`src/rtl/ifu_fetch_queue_if.sv`:
```
// Fetch-queue bus: instruction-memory read port plus the decode-side valid/ready head port.
// master = fetch unit, slave = memory/decode side.
interface ifu_fetch_queue_if #(
  parameter int ADDR_W = 32,
  parameter int DEPTH  = 4
);
  localparam int CNT_W = $clog2(DEPTH + 1);

  logic [ADDR_W-1:0] imem_addr;
  logic [31:0]       imem_rdata;
  logic              out_valid;
  logic              out_ready;
  logic [ADDR_W-1:0] out_pc;
  logic [ADDR_W-1:0] out_pc8;
  logic [31:0]       out_instr;
  logic              out_adel;
  logic [CNT_W-1:0]  count;

  modport master (
    output imem_addr,
    input  imem_rdata,
    output out_valid,
    input  out_ready,
    output out_pc,
    output out_pc8,
    output out_instr,
    output out_adel,
    output count
  );

  modport slave (
    input  imem_addr,
    output imem_rdata,
    input  out_valid,
    output out_ready,
    input  out_pc,
    input  out_pc8,
    input  out_instr,
    input  out_adel,
    input  count
  );
endinterface

```
`src/rtl/ifu_fetch_queue.sv`:
```
// Fetch unit: owns the fetch PC and buffers {pc, instr} in a DEPTH-entry FIFO towards decode.
// Optional misaligned-fetch detection with halt is enabled by defining IFU_ALIGN_CHK_EN.
module ifu_fetch_queue #(
  parameter int                ADDR_W   = 32,
  parameter int                DEPTH    = 4,
  parameter logic [ADDR_W-1:0] RESET_PC = ADDR_W'(32'h0000_3000),
  parameter logic [ADDR_W-1:0] EXC_PC   = ADDR_W'(32'h0000_4180)
) (
  input  logic              clk,
  input  logic              reset,
  ifu_fetch_queue_if.master bus,
  input  logic              fetch_stall,
  input  logic              redirect,
  input  logic [ADDR_W-1:0] redirect_pc,
  input  logic              int_req,
  input  logic              eret,
  input  logic [ADDR_W-1:0] epc
);
  localparam int PTR_W = $clog2(DEPTH);
  localparam int CNT_W = $clog2(DEPTH + 1);

  logic [ADDR_W-1:0] fpc_reg, fpc_next;
  logic [PTR_W-1:0]  head_reg, head_next;
  logic [PTR_W-1:0]  tail_reg, tail_next;
  logic [CNT_W-1:0]  count_reg, count_next;

  logic [ADDR_W-1:0] pc_mem    [DEPTH];
  logic [31:0]       instr_mem [DEPTH];
  logic              adel_mem  [DEPTH];
  logic [DEPTH-1:0]  wr_en;

  logic              pop, push, flush, full, halted;
  logic              wr_adel;
  logic [31:0]       wr_instr;
  logic [ADDR_W-1:0] redirect_ld, epc_ld;

`ifdef IFU_ALIGN_CHK_EN
  logic halted_reg, halted_next;
  logic misalign;

  assign misalign    = (fpc_reg[1:0] != 2'b00);
  assign halted      = halted_reg;
  assign wr_adel     = misalign;
  assign redirect_ld = redirect_pc;
  assign epc_ld      = epc;

  // Halt on a faulting push; any control-flow change restarts fetch.
  always_comb begin
    halted_next = halted_reg;
    if (flush)
      halted_next = 1'b0;
    else if (push && misalign)
      halted_next = 1'b1;
  end

  always_ff @(posedge clk) begin
    if (reset)
      halted_reg <= 1'b0;
    else
      halted_reg <= halted_next;
  end
`else
  // Targets are word-aligned on load, so the low target bits never reach fpc.
  logic unused_low_bits;
  assign unused_low_bits = ^{redirect_pc[1:0], epc[1:0]};

  assign halted      = 1'b0;
  assign wr_adel     = 1'b0;
  assign redirect_ld = {redirect_pc[ADDR_W-1:2], 2'b00};
  assign epc_ld      = {epc[ADDR_W-1:2], 2'b00};
`endif

  assign wr_instr = wr_adel ? 32'h0 : bus.imem_rdata;

  assign bus.out_valid = (count_reg != '0);
  assign full          = (count_reg == CNT_W'(DEPTH));
  assign pop           = bus.out_valid & bus.out_ready;
  assign flush         = int_req | eret | redirect;
  assign push          = ~flush & ~fetch_stall & ~halted & (~full | pop);

  // A redirect-cycle pop is the delay slot; it is consumed, everything younger is flushed.
  always_comb begin
    fpc_next   = fpc_reg;
    head_next  = head_reg;
    tail_next  = tail_reg;
    count_next = count_reg;
    if (int_req) begin
      fpc_next   = EXC_PC;
      head_next  = '0;
      tail_next  = '0;
      count_next = '0;
    end else if (eret) begin
      fpc_next   = epc_ld;
      head_next  = '0;
      tail_next  = '0;
      count_next = '0;
    end else if (redirect) begin
      fpc_next   = redirect_ld;
      head_next  = '0;
      tail_next  = '0;
      count_next = '0;
    end else begin
      if (push) begin
        fpc_next  = fpc_reg + ADDR_W'(4);
        tail_next = tail_reg + PTR_W'(1);
      end
      if (pop)
        head_next = head_reg + PTR_W'(1);
      count_next = count_reg + CNT_W'(push) - CNT_W'(pop);
    end
  end

  always_ff @(posedge clk) begin
    if (reset) begin
      fpc_reg   <= RESET_PC;
      head_reg  <= '0;
      tail_reg  <= '0;
      count_reg <= '0;
    end else begin
      fpc_reg   <= fpc_next;
      head_reg  <= head_next;
      tail_reg  <= tail_next;
      count_reg <= count_next;
    end
  end

  for (genvar gi = 0; gi < DEPTH; gi++) begin : g_wr_en
    assign wr_en[gi] = push && (tail_reg == PTR_W'(gi));
  end

  // Entry storage carries no reset; out_valid masks stale contents.
  always_ff @(posedge clk) begin
    for (int i = 0; i < DEPTH; i++) begin
      if (wr_en[i]) begin
        pc_mem[i]    <= fpc_reg;
        instr_mem[i] <= wr_instr;
        adel_mem[i]  <= wr_adel;
      end
    end
  end

  assign bus.imem_addr = fpc_reg;
  assign bus.count     = count_reg;
  assign bus.out_pc    = bus.out_valid ? pc_mem[head_reg] : '0;
  assign bus.out_pc8   = bus.out_valid ? pc_mem[head_reg] + ADDR_W'(8) : '0;
  assign bus.out_instr = bus.out_valid ? instr_mem[head_reg] : 32'h0;
  assign bus.out_adel  = bus.out_valid & adel_mem[head_reg];

endmodule

```
`src/flat_wrapper.sv`:
```
// flat-port wrapper written by rule: the top's interface ports become plain ports
module ifu_fetch_queue_flat 
#(
  parameter int                ADDR_W   = 32,
  parameter int                DEPTH    = 4,
  parameter logic [ADDR_W-1:0] RESET_PC = ADDR_W'(32'h0000_3000),
  parameter logic [ADDR_W-1:0] EXC_PC   = ADDR_W'(32'h0000_4180)
)
  (clk, reset, fetch_stall, redirect, redirect_pc, int_req, eret, epc, bus_imem_addr, bus_imem_rdata, bus_out_valid, bus_out_ready, bus_out_pc, bus_out_pc8, bus_out_instr, bus_out_adel, bus_count);
  ifu_fetch_queue_if #(.ADDR_W(ADDR_W), .DEPTH(DEPTH)) bus_i ();
  input  logic clk;
  input  logic reset;
  input  logic fetch_stall;
  input  logic redirect;
  input  logic [ADDR_W-1:0] redirect_pc;
  input  logic int_req;
  input  logic eret;
  input  logic [ADDR_W-1:0] epc;
  output wire logic [$bits(bus_i.imem_addr)-1:0] bus_imem_addr;
  input wire logic [$bits(bus_i.imem_rdata)-1:0] bus_imem_rdata;
  output wire logic [$bits(bus_i.out_valid)-1:0] bus_out_valid;
  input wire logic [$bits(bus_i.out_ready)-1:0] bus_out_ready;
  output wire logic [$bits(bus_i.out_pc)-1:0] bus_out_pc;
  output wire logic [$bits(bus_i.out_pc8)-1:0] bus_out_pc8;
  output wire logic [$bits(bus_i.out_instr)-1:0] bus_out_instr;
  output wire logic [$bits(bus_i.out_adel)-1:0] bus_out_adel;
  output wire logic [$bits(bus_i.count)-1:0] bus_count;
  assign bus_imem_addr = bus_i.imem_addr;
  assign bus_i.imem_rdata = bus_imem_rdata;
  assign bus_out_valid = bus_i.out_valid;
  assign bus_i.out_ready = bus_out_ready;
  assign bus_out_pc = bus_i.out_pc;
  assign bus_out_pc8 = bus_i.out_pc8;
  assign bus_out_instr = bus_i.out_instr;
  assign bus_out_adel = bus_i.out_adel;
  assign bus_count = bus_i.count;
  ifu_fetch_queue #(.ADDR_W(ADDR_W), .DEPTH(DEPTH), .RESET_PC(RESET_PC), .EXC_PC(EXC_PC)) u_core (.clk(clk), .reset(reset), .bus(bus_i), .fetch_stall(fetch_stall), .redirect(redirect), .redirect_pc(redirect_pc), .int_req(int_req), .eret(eret), .epc(epc));
endmodule
```
`config.mk`:
```
export PLATFORM = sky130hd
export DESIGN_NAME = ifu_fetch_queue_flat
export DESIGN_NICKNAME = d
export VERILOG_FILES = /design/src/rtl/ifu_fetch_queue_if.sv /design/src/rtl/ifu_fetch_queue.sv /design/src/flat_wrapper.sv
export SDC_FILE = /design/constraint.sdc
export NUM_CORES = 1
export LEC_CHECK = 0
export ABC_AREA = 1
export CORE_MARGIN = 2
export CORE_UTILIZATION = 40
export DETAILED_ROUTE_END_ITERATION = 7
export PLACE_DENSITY = 0.73
export SLEW_MARGIN = 20
export SYNTH_ARGS = -nofsm -noshare
export SYNTH_HDL_FRONTEND = slang
export SYNTH_SLANG_ARGS = --single-unit
export TNS_END_PERCENT = 1
```
`constraint.sdc`:
```
create_clock -name clk -period 9.8 [get_ports clk]
set_clock_uncertainty 0.2 [all_clocks]
set_input_delay 1.96 -clock clk [delete_from_list [all_inputs] [get_ports clk]]
set_output_delay 1.96 -clock clk [all_outputs]
set_load 0.03 [all_outputs]
```
==> qor.yml <==
hpwl_mm: 26.1
fill_cells: 3154
drt_iter0_drc: 909
max_slew_margin: 0.309
fmax_mhz: 138
p_sw_uw: 581
final.min_clock_period_ns: 7.25
hold_slack_ns: 0.328
placed_cell_area_um2: 16700
top_register: "u_core.instr_mem"
finalSetupViolations: 0
cts_tree: "yes"
core_area_um2: 34600
clkTransAtPathRegs_ns: 0.06
cts_root_buf: "clkbuf_16"
syn_to_final_growth_pct: 25.2
cpPeakStageDelay_ns: 0.71
numCtsBuffers: 30
synth_cell_types: 38
crit_chain: "inv_2 > buf_4 > nor2_1 > nor2_1 > o21ai_0 > nand2_1 > ha_1 > inv_1 > nor2_4 > nand3_2 > inv_1 > nand2_1 > xor2_1 > nor2_1 > clkdlybuf4s50_1"
slew_viol_final: 0
cp_max_fo: 76
layout.nets: 1929
power_density_nw_per_um2: 150
cts_max_path_buffers: 3
grt_pass1_wl_mm: 61.1
grt_use_total: 0.213
grt_pass1_vias: 11400
gp_congestion: 0.908
finalHoldViolations: 0
worst_pin_slew_ns: 1.04
crit_slowest_cell: "inv_2"
port_buffers: 224
routed_wl_mm: 40.0
avgViaCountPerCell: 5.19
p_comb_frac: 0.065
grt-ovfl-total: 0
regToRegSetupSlack_ns: 6.45
setup_tns_ns: 0
syn_inst: 1620
crit_required_ns: 7.64
num_antenna_cells: 0
rsz0062_at_grt: "no"
cp.arrival_ns: 5.09
yosys_warnings: 0
p_clk_frac: 0.420
power_mw: 2.65
num_rows: 68
cts_resized: 0
htree_levels: 1
yosysSeqAreaShare: 0.584
p_int_mw: 2.06
fin_crit_sh: 0.740
synth_seq_cells: 287
cap_violations: 0
cts_hold_buffers: 0
ant_nets: 0
switching_share: 0.220
p_leak_nw: 6.60
die_h_um: 192
path_class: "reg -> out"
final_area_um2: 17700
largest_reg_flops: 128
layout-drive-gt1-share: 0.0511
path_common_cell: "nor2_1"
hold_path_class: "reg -> reg"
synth.avg_cell_area_um2: 8.70
sequentialPowerShare: 0.515
grt_max_degree: 92
fp.dieW_um: 192
vias: 11900
die-area_um2: 36800
critPathCaptureType: "output port"
start_util: 0.407
ir_drop_mv: 0.127
avgRoutedWirePerCell_um: 17.4
drc: 0
insertion_delay_ns: 0.55
drt-pass1-iter-count: 5
antenna_found_initial: 0
post_cts.repair.setup_buffers: 0
status: "completed"
io_pins: 236
cts.sinks: 287
critPathLaunchType: "flop"
syn-cell-area_um2: 14100
[synthesized netlist by cell type]
master	instances	share of area
o31ai_1	2	0.0011
buf_6	4	0.0032
edfxtp_1	248	0.53
nand2_1	433	0.12
nor3_1	17	0.0060
a211oi_1	1	0.00053
buf_1	17	0.0045
nand3b_1	3	0.0016
nor3_2	1	0.00071
nor2_4	5	0.0040
o211ai_1	5	0.0027
nor2_2	6	0.0027
xnor2_1	4	0.0025
buf_4	9	0.0048
nand4_1	11	0.0049
nor3b_1	3	0.0016
and3_1	2	0.00089
ha_1	8	0.0071
a21oi_1	99	0.035
dfxtp_1	39	0.055
fa_1	1	0.0014
xor2_1	8	0.0050
nand3_1	100	0.035
clkbuf_1	26	0.0069
inv_2	3	0.00080
nand2_2	8	0.0036
buf_8	1	0.0011
a31oi_1	2	0.00089
o21ai_0	111	0.039
clkinv_1	1	0.00027
a32oi_1	1	0.00062
inv_1	78	0.021
nor2_1	333	0.089
buf_2	23	0.0082
nand3_2	2	0.0014
conb_1	1	0.00027
nand3_4	1	0.0012
or2_2	3	0.0013
[placed cells by master, fill, tap and decap left out, types with 8 or more instances in the layout]
cell / netlist / routed
o21ai_0: 111 / 111
nor3_1: 17 / 17
dfxtp_1: 39 / 37
clkdlybuf4s50_1: 0 / 224
nand2_2: 8 / 8
clkbuf_16: 0 / 30
nor2_1: 333 / 329
nand3_1: 100 / 100
a21oi_1: 99 / 99
buf_4: 9 / 15
ha_1: 8 / 8
nand2_1: 433 / 433
xor2_1: 8 / 8
inv_1: 78 / 77
nand4_1: 11 / 11
nor2_4: 5 / 9
edfxtp_1: 248 / 248
[worst max-delay path, delay by kind of cell, from the launching register on]
kind	cells	cell delay [ns]
buffers and inverters	5	2.45
and+or+nand+nor	7	1.02
DFF	1	0.47
adders and majority gates	1	0.31
xor gates and xnor gates	1	0.15
AOI/OAI and AO/OA	1	0.09
[cell families after synthesis]
| group | share of synthesized area |
|---|---|
| AO/OA/AOI/OAI | 0.0803 |
| XOR/XNOR | 0.00745 |
| adder cells (fa/ha/maj) | 0.00852 |
| buffers and inverters | 0.0505 |
| flip-flops | 0.584 |
| other | 0.000266 |
| AND/OR/NAND/NOR | 0.269 |
[layout make-up]
type	instances	area, um2	area share
Clock inverter	18	184	0.0104
Timing Repair Buffer	239	2350	0.133
Clock buffer	38	791	0.0448
Sequential cell	287	8230	0.466
Tap cell	455	569	0.0322
Multi-Input combinational cell	1177	5220	0.295
Inverter	82	308	0.0174
[metal layers]
layer  share of wire  vias to the layer above  global-route usage  wire length, um
met4           0.025                        0              0.0595              990
li1                -                     5802                   -                -
met5               0                        -                   0                0
met2            0.47                      463               0.363            19000
met1            0.42                     5583               0.279            16800
met3           0.080                       63              0.0375             3190
[through the flow]
step | utilization | worst slack, ns | cells
2_1_floorplan | - | 4.10 | 1626
3_3_place_gp | 0.482 | 3.28 | 2240
3_5_place_dp | 0.482 | 3.20 | 2240
4_1_cts | 0.510 | 2.56 | 2296
5_1_grt | 0.510 | 2.29 | 2296
6_report | 0.510 | 2.55 | 2296
[power groups by stage]
stage	registers (mW)	clock network, mW	logic (mW)
final	1.36	1.11	0.171
after global placement	1.39	0	0.168
after global routing	1.36	1.17	0.186
after CTS	1.36	1.13	0.171
after detailed placement	1.39	0	0.169
after floorplan	1.39	0	0.0739
[worst paths after layout]
path	from	endpoint	cells past startpoint
setup / recovery	flop	bus_out_pc8[17]	15
hold / removal	u_core.tail_reg[0]$_SDFFE_PP0P_	u_core.tail_reg[0]$_SDFFE_PP0P_	2
setup reg to reg	u_core.bus.count[1]$_SDFF_PP0_	u_core.bus.count[2]$_SDFF_PP0_	11
hold reg to reg	u_core.tail_reg[0]$_SDFFE_PP0P_	u_core.tail_reg[0]$_SDFFE_PP0P_	2
Note: power is estimated with default switching activity, not from simulation.
==> patch 1, RTL diff (same settings) <==
`ADDR_W` is set to 32 in 3 places; all go to 40.
--- a/src/rtl/ifu_fetch_queue_if.sv
+++ b/src/rtl/ifu_fetch_queue_if.sv
@@ -1,7 +1,7 @@
 // Fetch-queue bus: instruction-memory read port plus the decode-side valid/ready head port.
 // master = fetch unit, slave = memory/decode side.
 interface ifu_fetch_queue_if #(
-  parameter int ADDR_W = 32,
+  parameter int ADDR_W = 40,
   parameter int DEPTH  = 4
 );
   localparam int CNT_W = $clog2(DEPTH + 1);
--- a/src/rtl/ifu_fetch_queue.sv
+++ b/src/rtl/ifu_fetch_queue.sv
@@ -1,7 +1,7 @@
 // Fetch unit: owns the fetch PC and buffers {pc, instr} in a DEPTH-entry FIFO towards decode.
 // Optional misaligned-fetch detection with halt is enabled by defining IFU_ALIGN_CHK_EN.
 module ifu_fetch_queue #(
-  parameter int                ADDR_W   = 32,
+  parameter int                ADDR_W   = 40,
   parameter int                DEPTH    = 4,
   parameter logic [ADDR_W-1:0] RESET_PC = ADDR_W'(32'h0000_3000),
   parameter logic [ADDR_W-1:0] EXC_PC   = ADDR_W'(32'h0000_4180)
--- a/src/flat_wrapper.sv
+++ b/src/flat_wrapper.sv
@@ -1,7 +1,7 @@
 // flat-port wrapper written by rule: the top's interface ports become plain ports
 module ifu_fetch_queue_flat 
 #(
-  parameter int                ADDR_W   = 32,
+  parameter int                ADDR_W   = 40,
   parameter int                DEPTH    = 4,
   parameter logic [ADDR_W-1:0] RESET_PC = ADDR_W'(32'h0000_3000),
   parameter logic [ADDR_W-1:0] EXC_PC   = ADDR_W'(32'h0000_4180)
Ports: changed (5 resized); port bits go from 236 to 276. The function was not compared with the original's and may differ.
==> patch 1 against the unedited design <==
- design area grew 17%
- wire length grew 28%
- total power grew 22%
- non-clock buffer count grew 43
- setup slack gained 580 ps
- register-to-register slack lost 560 ps
- sequential cell count grew 40
- synthesized cell count grew 18%
- synthesized area grew 17%
- critical path type unchanged
==> patch 1: results (changes against the unedited design) <==
timing:
  holdWs_ps: 326.1  # -1.951 ps
  fmax_ghz: 0.1497  # +8.6%
  slew_headroom_pct: 28.67  # -2.2 points
placement:
  portBuffers: 264  # +18%
  placedCellCount: 2634  # +18%
  post-place-ws_ps: 2672  # -525.8 ps
  hpwl_um: 35120  # +35%
  dpl-instance-area_mm2: 0.01941  # +16%
  place.gp.congestion: 0.9333  # +2.8%
min_path:
  hold_end: "u_core.tail_reg[0]"
critical_path:
  cp_max_fo: 87  # +14%
  r2r_slack_ps: 5890  # -560 ps
  cp_data_arrival_time_ps: 4520  # -570 ps
  worst_r2r_path_depth: 9  # -2
  critical-path-max-stage-delay_ps: 730  # +20 ps
  cp-endpoint: "bus_out_pc8[31]"
  critical-path-top-delay-family: "simple AND/OR/NAND/NOR gates"
  critPathKind: "reg -> out"
  r2r_end: "u_core.bus.imem_addr[8]"
  critPathSlowestCell: "clkdlybuf4s50_1"
synth:
  synthAdderAreaFrac_pct: 0.7309  # -0.12 points
  synthTopCellsByCount: "nand2_1, nor2_1, edfxtp_1, o21ai_0, nand3_1"
  async_reset_ff_share_pct: 0  # unchanged
  synth_edf_count: 280  # +13%
  yosysUniqueCellTypes: 40  # +5.3%
  netlist_top_cells_area: "edfxtp_1, nand2_1, nor2_1"
  synth-compound-area-share_pct: 8.276  # +0.24 points
  syn_inst: 1908  # +18%
  synth_xor_area_share_pct: 1.759  # +1.0 points
  synth-seq-area-share_pct: 56.89  # -1.5 points
global_route:
  grt_pass1_vias: 13370  # +18%
  met3_usage_pct: 5.118  # +1.4 points
  grt_util_all_layers_pct: 23.49  # +2.2 points
  grt_pass1_wl_um: 75380  # +23%
  grt_max_degree: 139  # +51%
  grt.met2_usage_pct: 38.69  # +2.4 points
  use_met1_pct: 30.60  # +2.7 points
route:
  avgRoutedWirePerCell_um: 18.92  # +8.7%
  first_iter_violations: 1036  # +14%
  drt_first_pass_iters: 7  # +2
  vias: 14040  # +18%
  drt-total-wl_um: 51080  # +28%
clock_network:
  cts_inserted_buffers: 37  # +23%
  ctsResizeCount: 0  # unchanged
  clkTransAtPathRegs_ps: 60  # about the same
  htreeDepth: 2  # +1
  clockBufferDepth: 3  # unchanged
power_and_ir_drop:
  pg_comb_mw: 0.209  # +22%
  power_mw: 3.217  # +22%
  p_leak_nw: 7.679  # +16%
  peakVddDrop_mv: 0.09407  # -26%
  power.switching_mw: 0.7104  # +22%
  pg_clk_mw: 1.45  # +31%
final_layout:
  final_nets: 2269  # +18%
  regMostFlops: "u_core.pc_mem"
  drive_above_1_share_pct: 5.627  # +0.52 points
  largest_reg_flops: 152  # +19%
status:
  status: "finished clean"
-- patch 1: cell types whose count changed after synthesis, moves of 7 or more --
cell / change
xor2_1: +17
a21oi_1: +11
buf_6: +7
nand3_1: +19
o21ai_0: +15
dfxtp_1: +8
clkbuf_1: +17
o211ai_1: +11
edfxtp_1: +32
buf_1: -8
nand2_1: +81
nor2_2: +12
nor2_1: +59
buf_2: -7
-- patch 1: worst reg2reg max path: stages (launching register included) --
cell	delay [ps]
dfxtp_1	450
nor2_1	80
nand3_1	80
nand3_1	430
nand2_2	710
clkinv_1	1010
nor2_1	480
inv_1	130
a21oi_1	140
a21oi_1	80
-- patch 1: area by class of cell --
cell class              count  area, um^2
fillers                  3685       19940
inverters                  87       331.6
clock inverters            23       331.6
flip-flops and latches    327        9356
multi-input cells        1406        6274
repair buffers            282        2785
well taps                 532       665.6
clock buffers              43       958.4
-- patch 1: routing by layer --
metal,share of wire [%],vias to the layer above
met2,46,604
met1,41,6539
li1,-,6815
met5,0,-
met3,8.9,85
met4,3.3,0
==> patch 2, RTL diff (config.mk and constraints unchanged) <==
Made on the original files. The option `IFU_ALIGN_CHK_EN` is turned on by a define.
--- a/src/rtl/ifu_fetch_queue.sv
+++ b/src/rtl/ifu_fetch_queue.sv
@@ -1,5 +1,7 @@
 // Fetch unit: owns the fetch PC and buffers {pc, instr} in a DEPTH-entry FIFO towards decode.
 // Optional misaligned-fetch detection with halt is enabled by defining IFU_ALIGN_CHK_EN.
+`define IFU_ALIGN_CHK_EN
+
 module ifu_fetch_queue #(
   parameter int                ADDR_W   = 32,
   parameter int                DEPTH    = 4,
Function: changed (Yosys sat finds a counterexample within 4 cycles, from zero or initial values and one cycle with reset high).
==> patch 2 against the unedited design <==
- wire length is 8.6% higher
- total power is 4.3% higher
- synthesized area is 7.0% higher
- first-iteration DRC count is 15% higher
- setup slack better by 520 ps
- sequential power is 6% higher
- sequential cell count is 15 higher
- design area is 6.2% higher
==> patch 2: results (changes against the unedited design) <==
final_layout:
  final_nets: 2091  # +8.4%
  drive_above_1_share_pct: 4.341  # -0.76 points
  fill_cells: 3411  # +8.1%
global_route:
  grt_max_degree: 132  # +43%
  grt_util_all_layers_pct: 21.87  # +0.57 points
  grt_pass1_vias: 12230  # +7.5%
  grt_pass1_wl_um: 66790  # +9.3%
placement:
  hpwl_um: 29470  # +13%
  place.gp.congestion: 0.9190  # +1.3%
  dpl-instance-area_mm2: 0.01777  # +6.5%
status:
  status: "finished clean"
min_path:
  hp-start: "u_core.halted"
critical_path:
  cp_max_fo: 51  # -33%
  critical-path-max-stage-delay_ps: 750  # +40 ps
  critPathSlowestCell: "clkdlybuf4s50_1"
route:
  drt_first_pass_iters: 8  # +3
  first_iter_violations: 1048  # +15%
  viasPerCell: 5.083  # -2.0%
  drt-total-wl_um: 43380  # +8.6%
clock_network:
  cts-root-buf: "clkbuf_16"
  cts_inserted_buffers: 31  # +3.3%
synth:
  synth_edf_count: 260  # +4.8%
  synthTopCellsByCount: "nand2_1, nor2_1, edfxtp_1, o21ai_0, inv_1"
  netlist_top_cells_area: "edfxtp_1, nand2_1, nor2_1"
power_and_ir_drop:
  p_leak_nw: 7.173  # +8.7%
  peakVddDrop_mv: 0.1290  # +1.9%
patch 2: layout make-up:
class / count / area, um^2 / area share, %
well taps: 511 / 639.4 / 3.411
inverters: 109 / 414.1 / 2.209
clock buffers: 39 / 805.8 / 4.298
multi-input cells: 1288 / 5617 / 29.96
clock inverters: 19 / 172.7 / 0.9210
repair buffers: 247 / 2442 / 13.03
flip-flops and latches: 302 / 8656 / 46.17
patch 2: through the flow:
stage	std cells	setup WS, ps	total power, mW
after floorplan	1781	3824	1.554
after global placement	2457	3757	1.651
after detailed placement	2457	3686	1.654
after CTS	2515	3098	2.774
after global routing	2515	2680	2.847
final	2515	3064	2.758
patch 2: logic make-up after synthesis:
group / Yosys count / synth area share, %
simple gates: 1044 / 27.73
flops: 302 / 57.33
compound gates: 221 / 7.639
buf+inv: 191 / 5.690
xor+xnor: 14 / 0.8128
fa+ha+maj: 9 / 0.7962
patch 2: metal layers:
layer  vias to the layer above  track usage, %  routed length [um]
met5                         -               0                   0
met4                         0           6.099                 980
met3                        65           3.509                3823
met2                       547           35.95               20260
met1                      5920           29.99               18310
li1                       6253               -                   -
patch 2: power by group through the flow:
stage | Combinational (mW) | Clock, mW | Sequential, mW
after floorplan | 0.0845 | 0 | 1.47
after global placement | 0.185 | 0 | 1.47
after detailed placement | 0.187 | 0 | 1.47
after CTS | 0.188 | 1.15 | 1.44
after global routing | 0.207 | 1.20 | 1.44
final | 0.188 | 1.13 | 1.44
patch 2: path summary, 6_finish.rpt:
check	endpoint	slack, ps	cells after the start
worst max-delay path	bus_out_pc8[13]	3060	12
worst min-delay path	u_core.halted	300	2
worst max register to register	u_core.instr_mem[0][6]	6940	5
worst min register to register	u_core.halted	300	2
